## src/rtl/frac_div_monitor.sv

```systemverilog
`default_nettype none
// ============================================================================
// frac_div_monitor : period/window checker for a fractional clock divider
// Revision 1.0
// ============================================================================
module frac_div_monitor #(
  parameter int DIV_E     = 8,
  parameter int DIV_O     = 9,
  parameter int WIN       = 10,
  parameter int EXP_SUM   = 87,
  parameter int STUCK_LIM = 32
) (
  input  logic        clk_in,
  input  logic        rst_n,
  input  logic        en,
  input  logic        clk_div,
  input  logic        clr_err,
  output logic        per_valid,
  output logic [7:0]  per_len,
  output logic        win_valid,
  input  logic        win_ready,
  output logic [15:0] win_sum,
  output logic [7:0]  win_e_cnt,
  output logic [7:0]  win_o_cnt,
  output logic        win_ok,
  output logic        err_period,
  output logic        err_stuck,
  output logic        err_ovf
);

  localparam logic [7:0]  c_div_e    = 8'(DIV_E);
  localparam logic [7:0]  c_div_o    = 8'(DIV_O);
  localparam logic [7:0]  c_win_last = 8'(WIN - 1);
  localparam logic [15:0] c_exp_sum  = 16'(EXP_SUM);
  localparam logic [7:0]  c_stuck    = 8'(STUCK_LIM);

  typedef enum logic [1:0] {IDLE = 2'd0, ARM = 2'd1, MEAS = 2'd2} state_t;

  state_t      state_q, state_d;
  logic        s_q, s_d;
  logic [7:0]  pcnt_q, pcnt_d;
  logic [15:0] sum_q, sum_d;
  logic [7:0]  e_q, e_d, o_q, o_d, idx_q, idx_d;
  logic        bad_q, bad_d;
  logic        per_valid_q, per_valid_d;
  logic [7:0]  per_len_q, per_len_d;
  logic        win_valid_q, win_valid_d;
  logic [15:0] win_sum_q, win_sum_d;
  logic [7:0]  win_e_q, win_e_d, win_o_q, win_o_d;
  logic        win_ok_q, win_ok_d;
  logic        err_period_q, err_period_d;
  logic        err_stuck_q, err_stuck_d;
  logic        err_ovf_q, err_ovf_d;

  logic        rise, is_e, is_o, illegal, accept, win_done;
  logic        set_period, set_stuck, set_ovf;
  logic [15:0] acc_sum;
  logic [7:0]  acc_e, acc_o, pcnt_inc;
  logic        acc_bad;

  always_comb begin
    rise     = clk_div & ~s_q;
    is_e     = (pcnt_q == c_div_e);
    is_o     = (pcnt_q == c_div_o);
    illegal  = ~is_e & ~is_o;
    // Window totals including the period that ends on this rise
    acc_sum  = sum_q + {8'd0, pcnt_q};
    acc_e    = e_q + {7'd0, is_e};
    acc_o    = o_q + {7'd0, is_o};
    acc_bad  = bad_q | illegal;
    pcnt_inc = (pcnt_q == 8'hFF) ? pcnt_q : pcnt_q + 8'd1;
    accept   = win_valid_q & win_ready;

    s_d         = clk_div;
    state_d     = state_q;
    pcnt_d      = pcnt_q;
    sum_d       = sum_q;
    e_d         = e_q;
    o_d         = o_q;
    idx_d       = idx_q;
    bad_d       = bad_q;
    per_valid_d = 1'b0;
    per_len_d   = per_len_q;
    win_valid_d = win_valid_q;
    win_sum_d   = win_sum_q;
    win_e_d     = win_e_q;
    win_o_d     = win_o_q;
    win_ok_d    = win_ok_q;
    win_done    = 1'b0;
    set_period  = 1'b0;
    set_stuck   = 1'b0;
    set_ovf     = 1'b0;

    if (!en) begin
      state_d = IDLE;
      pcnt_d  = 8'd0;
      sum_d   = 16'd0;
      e_d     = 8'd0;
      o_d     = 8'd0;
      idx_d   = 8'd0;
      bad_d   = 1'b0;
    end else begin
      case (state_q)
        IDLE: begin
          state_d = ARM;
          pcnt_d  = 8'd0;
        end
        ARM: begin
          if (rise) begin
            state_d = MEAS;
            pcnt_d  = 8'd1;
            sum_d   = 16'd0;
            e_d     = 8'd0;
            o_d     = 8'd0;
            idx_d   = 8'd0;
            bad_d   = 1'b0;
          end else if (pcnt_q == c_stuck) begin
            set_stuck = 1'b1;
            pcnt_d    = 8'd0;
          end else begin
            pcnt_d = pcnt_inc;
          end
        end
        MEAS: begin
          if (rise) begin
            pcnt_d      = 8'd1;
            per_valid_d = 1'b1;
            per_len_d   = pcnt_q;
            set_period  = illegal;
            if (idx_q == c_win_last) begin
              // Current rise opens the next window, so no period is lost
              win_done = 1'b1;
              sum_d    = 16'd0;
              e_d      = 8'd0;
              o_d      = 8'd0;
              idx_d    = 8'd0;
              bad_d    = 1'b0;
            end else begin
              sum_d = acc_sum;
              e_d   = acc_e;
              o_d   = acc_o;
              bad_d = acc_bad;
              idx_d = idx_q + 8'd1;
            end
          end else if (pcnt_q == c_stuck) begin
            set_stuck = 1'b1;
            state_d   = ARM;
            pcnt_d    = 8'd0;
            sum_d     = 16'd0;
            e_d       = 8'd0;
            o_d       = 8'd0;
            idx_d     = 8'd0;
            bad_d     = 1'b0;
          end else begin
            pcnt_d = pcnt_inc;
          end
        end
        default: state_d = IDLE;
      endcase
    end

    if (win_done) begin
      if (!win_valid_q || accept) begin
        win_valid_d = 1'b1;
        win_sum_d   = acc_sum;
        win_e_d     = acc_e;
        win_o_d     = acc_o;
        win_ok_d    = (acc_sum == c_exp_sum) && !acc_bad;
      end else begin
        set_ovf = 1'b1;
      end
    end else if (accept) begin
      win_valid_d = 1'b0;
    end

    err_period_d = (err_period_q & ~clr_err) | set_period;
    err_stuck_d  = (err_stuck_q  & ~clr_err) | set_stuck;
    err_ovf_d    = (err_ovf_q    & ~clr_err) | set_ovf;
  end

  always_ff @(posedge clk_in) begin
    if (!rst_n) begin
      state_q      <= IDLE;
      s_q          <= 1'b0;
      pcnt_q       <= 8'd0;
      sum_q        <= 16'd0;
      e_q          <= 8'd0;
      o_q          <= 8'd0;
      idx_q        <= 8'd0;
      bad_q        <= 1'b0;
      per_valid_q  <= 1'b0;
      per_len_q    <= 8'd0;
      win_valid_q  <= 1'b0;
      win_sum_q    <= 16'd0;
      win_e_q      <= 8'd0;
      win_o_q      <= 8'd0;
      win_ok_q     <= 1'b0;
      err_period_q <= 1'b0;
      err_stuck_q  <= 1'b0;
      err_ovf_q    <= 1'b0;
    end else begin
      state_q      <= state_d;
      s_q          <= s_d;
      pcnt_q       <= pcnt_d;
      sum_q        <= sum_d;
      e_q          <= e_d;
      o_q          <= o_d;
      idx_q        <= idx_d;
      bad_q        <= bad_d;
      per_valid_q  <= per_valid_d;
      per_len_q    <= per_len_d;
      win_valid_q  <= win_valid_d;
      win_sum_q    <= win_sum_d;
      win_e_q      <= win_e_d;
      win_o_q      <= win_o_d;
      win_ok_q     <= win_ok_d;
      err_period_q <= err_period_d;
      err_stuck_q  <= err_stuck_d;
      err_ovf_q    <= err_ovf_d;
    end
  end

  assign per_valid  = per_valid_q;
  assign per_len    = per_len_q;
  assign win_valid  = win_valid_q;
  assign win_sum    = win_sum_q;
  assign win_e_cnt  = win_e_q;
  assign win_o_cnt  = win_o_q;
  assign win_ok     = win_ok_q;
  assign err_period = err_period_q;
  assign err_stuck  = err_stuck_q;
  assign err_ovf    = err_ovf_q;

endmodule
`default_nettype wire

```

## config.mk

```make
export PLATFORM = sky130hd
export DESIGN_NAME = frac_div_monitor
export DESIGN_NICKNAME = d
export VERILOG_FILES = /design/src/rtl/frac_div_monitor.sv
export SDC_FILE = /design/constraint.sdc
export NUM_CORES = 1
export LEC_CHECK = 0
export BUFFER_PORTS_ARGS = -buffer_cell sky130_fd_sc_hd__buf_2
export CORE_ASPECT_RATIO = 0.8
export CORE_UTILIZATION = 59
export DETAILED_ROUTE_END_ITERATION = 12
export GPL_TIMING_DRIVEN = 0
export PLACE_DENSITY = 0.9
export SLEW_MARGIN = 30
export SYNTH_ARGS = -nofsm -noshare
export SYNTH_HDL_FRONTEND = slang
export SYNTH_SLANG_ARGS = --single-unit
export TNS_END_PERCENT = 1
```

## constraint.sdc

```tcl
create_clock -name clk_in -period 2.9 [get_ports clk_in]
set_clock_uncertainty 0.05 [all_clocks]
set_input_delay 0.29 -clock clk_in [delete_from_list [all_inputs] [get_ports clk_in]]
set_output_delay 0.29 -clock clk_in [all_outputs]
set_load 0.02 [all_outputs]
```

==> results of run 1 <==
==> Yosys cell counts (11+ instances only) <==
| library cell | number | share of area, % |
|---|---|---|
| a21oi_1 | 50 | 5.2 |
| nor2_1 | 95 | 7.4 |
| nand2_1 | 50 | 3.9 |
| ha_1 | 21 | 5.5 |
| xnor2_1 | 21 | 3.8 |
| and3_1 | 11 | 1.4 |
| o21ai_0 | 26 | 2.7 |
| a211oi_1 | 24 | 3.8 |
| dfxtp_1 | 98 | 41 |
| nand3_1 | 18 | 1.9 |
| xor2_1 | 17 | 3.1 |
| a22oi_1 | 14 | 2.2 |
| clkbuf_1 | 36 | 2.8 |
==> flip-flops by register name, summed over array words and instances, names as in the netlist <==
name,flops
sum_q,16
win_sum,16
e_q,8
idx_q,8
o_q,8
pcnt_q,8
per_len,8
win_e_cnt,8
win_o_cnt,8
state_q,2
bad_q,1
err_ovf,1
err_period,1
err_stuck,1
per_valid,1
s_q,1
win_ok,1
win_valid,1
==> routing by layer <==
layer	track usage [%]	up-vias	routed length [um]
li1	-	2171	-
met1	38.5	2158	5290
met2	50.5	252	5810
met3	6.14	41	1060
met4	13.4	0	360
met5	0	-	0
==> area by class of cell <==
type / count / area [sq um]
inverter: 7 / 26.3
buffer: 38 / 151
timing repair buffer: 51 / 255
tap: 108 / 135
sequential: 98 / 1960
multi-input combinational: 440 / 2710
clock inverter: 5 / 63.8
clock buffer: 10 / 128
fill: 647 / 2470
==> logic make-up (layout without fill, tap and decap cells) <==
family / count (synthesis) / after routing
flops: 98 / 98
xor+xnor: 38 / 38
fa+ha+maj: 22 / 22
simple gates: 235 / 235
compound gates: 145 / 145
buf+inv: 45 / 111
==> what timing repair did <==
action	in CTS	in global routing
buffers inserted	0	0
endpoints found under the hold margin	0	0
gates resized for setup	0	20
endpoints found under the setup margin	0	29
==> worst min path at each step <==
stage,slack [ps],startpoint,endpoint
after floorplan,330,clr_err,err_stuck
after global placement,390,per_len[6],per_len[6]
after detailed placement,400,per_len[2],per_len[2]
after CTS,100,clk_div,s_q
after global routing,100,clk_div,s_q
final,100,clk_div,s_q
==> power by group <==
| group | internal (mW) | total [mW] | switching, mW |
|---|---|---|---|
| Sequential | 1.35 | 1.35 | 0.00284 |
| Combinational | 0.0178 | 0.0768 | 0.0590 |
| Clock | 0.403 | 0.898 | 0.496 |
| Total | 1.77 | 2.33 | 0.558 |
==> summary.md, run 1 <==
| Metric | Value |
|---|---|
| Status | `complete, no violations` |
| Row count | `29` |
| Setup TNS | `0 ps` |
| Detailed Routing Iterations Pass 1 | `5` |
| Sink Count | `98` |
| #FFs+latches synth | `98` |
| Most frequent cells in the layout | `dfxtp_1, nor2_1, buf_2, nand2_1, a21oi_1` |
| Critical Path Sink Type | `flop` |
| PnR worst setup slack | `65.6 ps` |
| Worst path bufs/invs | `3` |
| VDD IR-drop max | `0.000426 V` |
| Vias in the first global route | `4072` |
| Adder-Cell Fraction of Synth Area | `5.90%` |
| Die height | `slightly above 80 um` |
| Remaining antenna violation count | `0` |
| First-pass GRT wire length | `19.5 mm` |
| Worst-path clk slew | `90 ps` |
| CTS tree | `yes` |
| Worst path max stage delay | `530 ps` |
| Initial Util | `60.6%` |
| CP startpoint kind | `flop` |
| # IOs | `52` |
| Post-route cell area | `0.00544 sq mm` |
| R2r worst-path depth | `9` |
| Tot GR Track Use | `30.4%` |
| Synthesized net count | `611` |
| CTS root buf | `clkbuf_8` |
| Hold-fix buffers, CTS | `0` |
| Critical Path RT | `3160 ps` |
| Fraction of layout cells with a size suffix above 1 | `13.4%` |
| Reg2Reg Setup Slack | `between 60 and 70 ps` |
| Grt ovf | `0` |
| Reg-to-reg critical path startpoint | `idx_q[1]` |
| Antenna violations before repair | `0` |
| Placement Setup Slack | `between 40 and 50 ps` |
| Worst rel slew slack | `56.2%` |
| Yosys warns | `0` |
| # port buffers | `51` |
| Area growth syn-to-layout | `13.4%` |
| Final min period | `2830 ps` |
| Placed instance area | `0.00518 sq mm` |
| Crit-path cells | `inv_1 > ha_1 > nor4b_1 > nand3_1 > and3_1 > clkbuf_1 > clkbuf_1 > a22oi_1 > nor2_1` |
| Initial DRC Count | `414` |
| Post-synth top flop | `dfxtp_1` |
| Antenna diodes | `0` |
| Sequential area share after synthesis | `between 40 and 50%` |
| Worst-margin pin slew | `657 ps` |
| Largest net degree at the start of global routing | `17` |
| Deepest clock path buffer count | `2` |
| Peak Freq | `between 300 and 400 MHz` |
| Worst Hold Class | `input pin to flop` |
| CTS buffer count | `9` |
| Largest family of logic cells by synthesized area | `simple AND/OR/NAND/NOR gates` |
| Routed via count | `between 4000 and 5000` |
| Max-Cap Viols | `0` |
| Crit. Startpoint | `idx_q[1]` |
| Post-Synth Simple-Gate Area | `22.9%` |
| Kind of critical path | `flop to flop` |
| Mux contribution to synthesized area | `0%` |
| Worst-path fanout max | `10` |
| Post-synth EDFFs | `0` |
| Worst path depth | `9` |
| RSZ-0062 raised after global routing | `true` |
| Pwr per Cell Area | `approximately 430 mW/mm^2` |
| Max H-tree Level | `3` |
| Most common cell on crit path | `clkbuf_1` |
| Nets@finish | `673` |
| Syn Inst Count | `583` |
| Mapped cell area | `0.00479 sq mm` |
| Drt wl/cell | `16.5 um` |
| Die Width | `103 um` |
| Crit share post-route | `97.7%` |
| Commonest non-fill, non-tap cell in the layout | `dfxtp_1` |
| RR Endpoint | `sum_q[0]` |
| Worst hold stages | `2` |
| Worst EP arrival | `3090 ps` |
| Core Region | `roughly 0.008 sq mm` |
| Mean Syn Cell Area | `8.22 sq um` |
| Hold_ws | `95.7 ps` |
| Crit path max-delay family | `buffers and inverters` |
| Final Max Tran Viols | `0` |
| Synth Area in Compound Gates | `19.6%` |
| # DRC | `0` |
| Ys async rst share | `0%` |
| Die area | `0.00849 sq mm` |
| Final wirelength | `12.5 mm` |
| Xor/xnor share of the synthesized area | `slightly below 7%` |
| Post-route insts no fill | `757` |
| Final setup fails | `0` |
| Vias/cell | `6.11` |
| Final Util | `68.7%` |
| Critical Path Sink | `sum_q[0]` |
| Post-synth cell types | `51` |
| Clock insertion delay at the later pin of the skew report | `380 ps` |
| Final hold viol count | `0` |
| Power, Total | `2.33 mW` |
| Worst path slowest cell | `clkbuf_1` |
| Placer Congestion | `0.973` |
| Detailed placement HPWL | `between 8 and 9 mm` |
| Leak | `2.07 nW` |
| Cell Count Post-Placement | `742` |
No activity file was read; power rests on OpenSTA's default activity.
==> run 2: changes to the inputs <==
--- a/config.mk
+++ b/config.mk
@@ -7,10 +7,10 @@
 export LEC_CHECK = 0
 export BUFFER_PORTS_ARGS = -buffer_cell sky130_fd_sc_hd__buf_2
 export CORE_ASPECT_RATIO = 0.8
-export CORE_UTILIZATION = 59
+export CORE_UTILIZATION = 63
 export DETAILED_ROUTE_END_ITERATION = 12
 export GPL_TIMING_DRIVEN = 0
-export PLACE_DENSITY = 0.9
+export PLACE_DENSITY = 0.85
 export SLEW_MARGIN = 30
 export SYNTH_ARGS = -nofsm -noshare
 export SYNTH_HDL_FRONTEND = slang
==> constraint.sdc (replaced) <==
create_clock -name clk_in -period 3.66 [get_ports clk_in]
set_clock_uncertainty 0.05 [all_clocks]
set_input_delay 0.366 -clock clk_in [delete_from_list [all_inputs] [get_ports clk_in]]
set_output_delay 0.366 -clock clk_in [all_outputs]
set_load 0.02 [all_outputs]
==> run 2 against run 1 <==
Effect of this change:
- clock power decreased by 27%
- setup slack improved by 620 ps
- sequential share of layout area rose by 0.47 points
- utilization rose by 3.8 points
- register-to-register slack improved by 620 ps
- critical path type unchanged
- critical endpoint is now e_q[6]
- largest power group unchanged
==> summary.md, run 2 (synthesized netlist as in run 1, its figures left out) <==
| Metric | Value |
|---|---|
| Logic pwr share | `3.3%` |
| Critical Path RT | `roughly 3900 ps` |
| Switching pwr | `~0.45 mW` |
| Resized Gates After CTS | `0` |
| Deepest clock path buffer count | `2` |
| # DRC | `0` |
| CP startpoint kind | `flop` |
| Status | `complete, no violations` |
| Switching share of power | `25.2%` |
| Initial DRC Count | `342` |
| Worst-path fanout max | `8` |
| Fillcell total | `610` |
| Row count | `28` |
| Hold-fix buffers, CTS | `0` |
| Largest net degree at the start of global routing | `18` |
| Worst rel slew slack | `52.4%` |
| Fraction of layout cells with a size suffix above 1 | `a little under an eighth` |
| Tot GR Track Use | `31.1%` |
| CTS root buf | `clkbuf_8` |
| Pwr per Cell Area | `333 mW/mm^2` |
| Detailed Routing Iterations Pass 1 | `5` |
| Die Width | `between 90 and 100 um` |
| Clk network pwr share | `a little under two fifths` |
| Worst-margin pin slew | `714 ps` |
| CTS buffer count | `9` |
| Nets@finish | `673` |
| Vias/cell | `~6` |
| Peak Freq | `about 340 MHz` |
| Final hold viol count | `0` |
| Final wirelength | `between 10 and 15 mm` |
| Die height | `80.0 um` |
| Critical Path Sink Type | `flop` |
| Placement Setup Slack | `787 ps` |
| Hold_ws | `172 ps` |
| Sink Count | `98` |
| Antenna violations before repair | `0` |
| Core Region | `0.00739 sq mm` |
| Worst Hold Class | `input pin to flop` |
| Leak | `2.03 nW` |
| Vias in the first global route | `3995` |
| Max-Cap Viols | `0` |
| PnR worst setup slack | `between 600 and 700 ps` |
| Placer Congestion | `about 0.9` |
| Crit share post-route | `around four fifths` |
| # IOs | `52` |
| Initial Util | `64.8%` |
| VDD IR-drop max | `0.000329 V` |
| Post-CTS setup buffers | `0` |
| Routed via count | `4514` |
| First-pass GRT wire length | `19.3 mm` |
| R2r worst-path depth | `11` |
| Final Max Tran Viols | `0` |
| Final setup fails | `0` |
| P_int | `1.33 mW` |
| Worst hold stages | `2` |
| Worst EP arrival | `3170 ps` |
| # port buffers | `~50` |
| RSZ-0062 raised after global routing | `false` |
| CTS tree | `yes` |
| Worst-path clk slew | `100 ps` |
| Detailed placement HPWL | `8.68 mm` |
| Setup TNS | `0 ps` |
| Most frequent cells in the layout | `dfxtp_1, nor2_1, buf_2, nand2_1, a21oi_1` |
| Kind of critical path | `flop to flop` |
| Clock insertion delay at the later pin of the skew report | `370 ps` |
| Max H-tree Level | `3` |
| Remaining antenna violation count | `0` |
| Area growth syn-to-layout | `11.9%` |
| Drt wl/cell | `~16 um` |
| Grt ovf | `0` |
| Commonest non-fill, non-tap cell in the layout | `dfxtp_1` |
| Die area | `roughly 0.0080 sq mm` |
| Final min period | `2970 ps` |
| Antenna diodes | `0` |
| Seq pwr share | `about three fifths` |
[run 2: cell count changes in the layout (fill, tap and decap cells not counted), moves of 2 or more]
cell,change
o21ai_0,+2
and3_1,+5
xnor2_1,+2
clkinvlp_4,+2
xnor2_2,-2
and3_2,-5
[run 2: routing by layer]
layer / GRT usage [%] / vias to the layer above / part of all wire, % / wire length (um)
met5: 0 / - / 0 / 0
met4: 9.41 / 0 / 1.4 / 172
met3: 6.92 / 20 / 6.6 / 790
met2: 48.8 / 172 / 46 / 5480
met1: 42.9 / 2153 / 46 / 5470
li1: - / 2169 / - / -
[run 2: critical path, cell delays in order (launching register included)]
cell and delay [ps]:
dfxtp_1 420, or4_1 550, nor3b_1 320, and2_1 190, ha_1 190, ha_1 240
and3_1 290, nand3_1 130, xor2_1 210, nor2_1 70, a21oi_1 140, nor2_1 50
[run 2: worst paths after layout]
path,slack [ps],to,from
setup / recovery,690,e_q[6],pcnt_q[2]
hold / removal,170,s_q,clk_div
hold reg to reg,410,per_len[2],per_len[2]
setup reg to reg,690,e_q[6],pcnt_q[2]
[run 2: layout make-up]
cell class | instances | area (sq um) | area share (%)
buffer | 38 | 150 | 2.80
clock buffer | 9 | 124 | 2.31
clock inverter | 7 | 53.8 | 1.00
inverter | 7 | 26.3 | 0.490
multi-input combinational | 440 | 2660 | 49.6
sequential | 98 | 1960 | 36.6
tap | 105 | 131 | 2.45
timing repair buffer | 51 | 255 | 4.76
[run 2: through the flow]
step / utilization, % / std cells / power, mW / area (sq um)
CTS: 72.5 / 755 / 1.78 / 5360
detailed placement: 70.1 / 739 / 1.15 / 5180
floorplan: - / 583 / 1.13 / 4790
global route: 72.5 / 755 / 1.84 / 5360
global placement: 70.1 / 739 / 1.15 / 5180
finish: 72.5 / 755 / 1.78 / 5360
[run 2: power groups by stage]
stage | combinational (mW) | sequential, mW | clock (mW)
2_1_floorplan | 0.0356 | 1.09 | 0
3_3_place_gp | 0.0548 | 1.09 | 0
3_5_place_dp | 0.0569 | 1.09 | 0
4_1_cts | 0.0570 | 1.07 | 0.656
5_1_grt | 0.0626 | 1.07 | 0.709
6_report | 0.0583 | 1.07 | 0.656
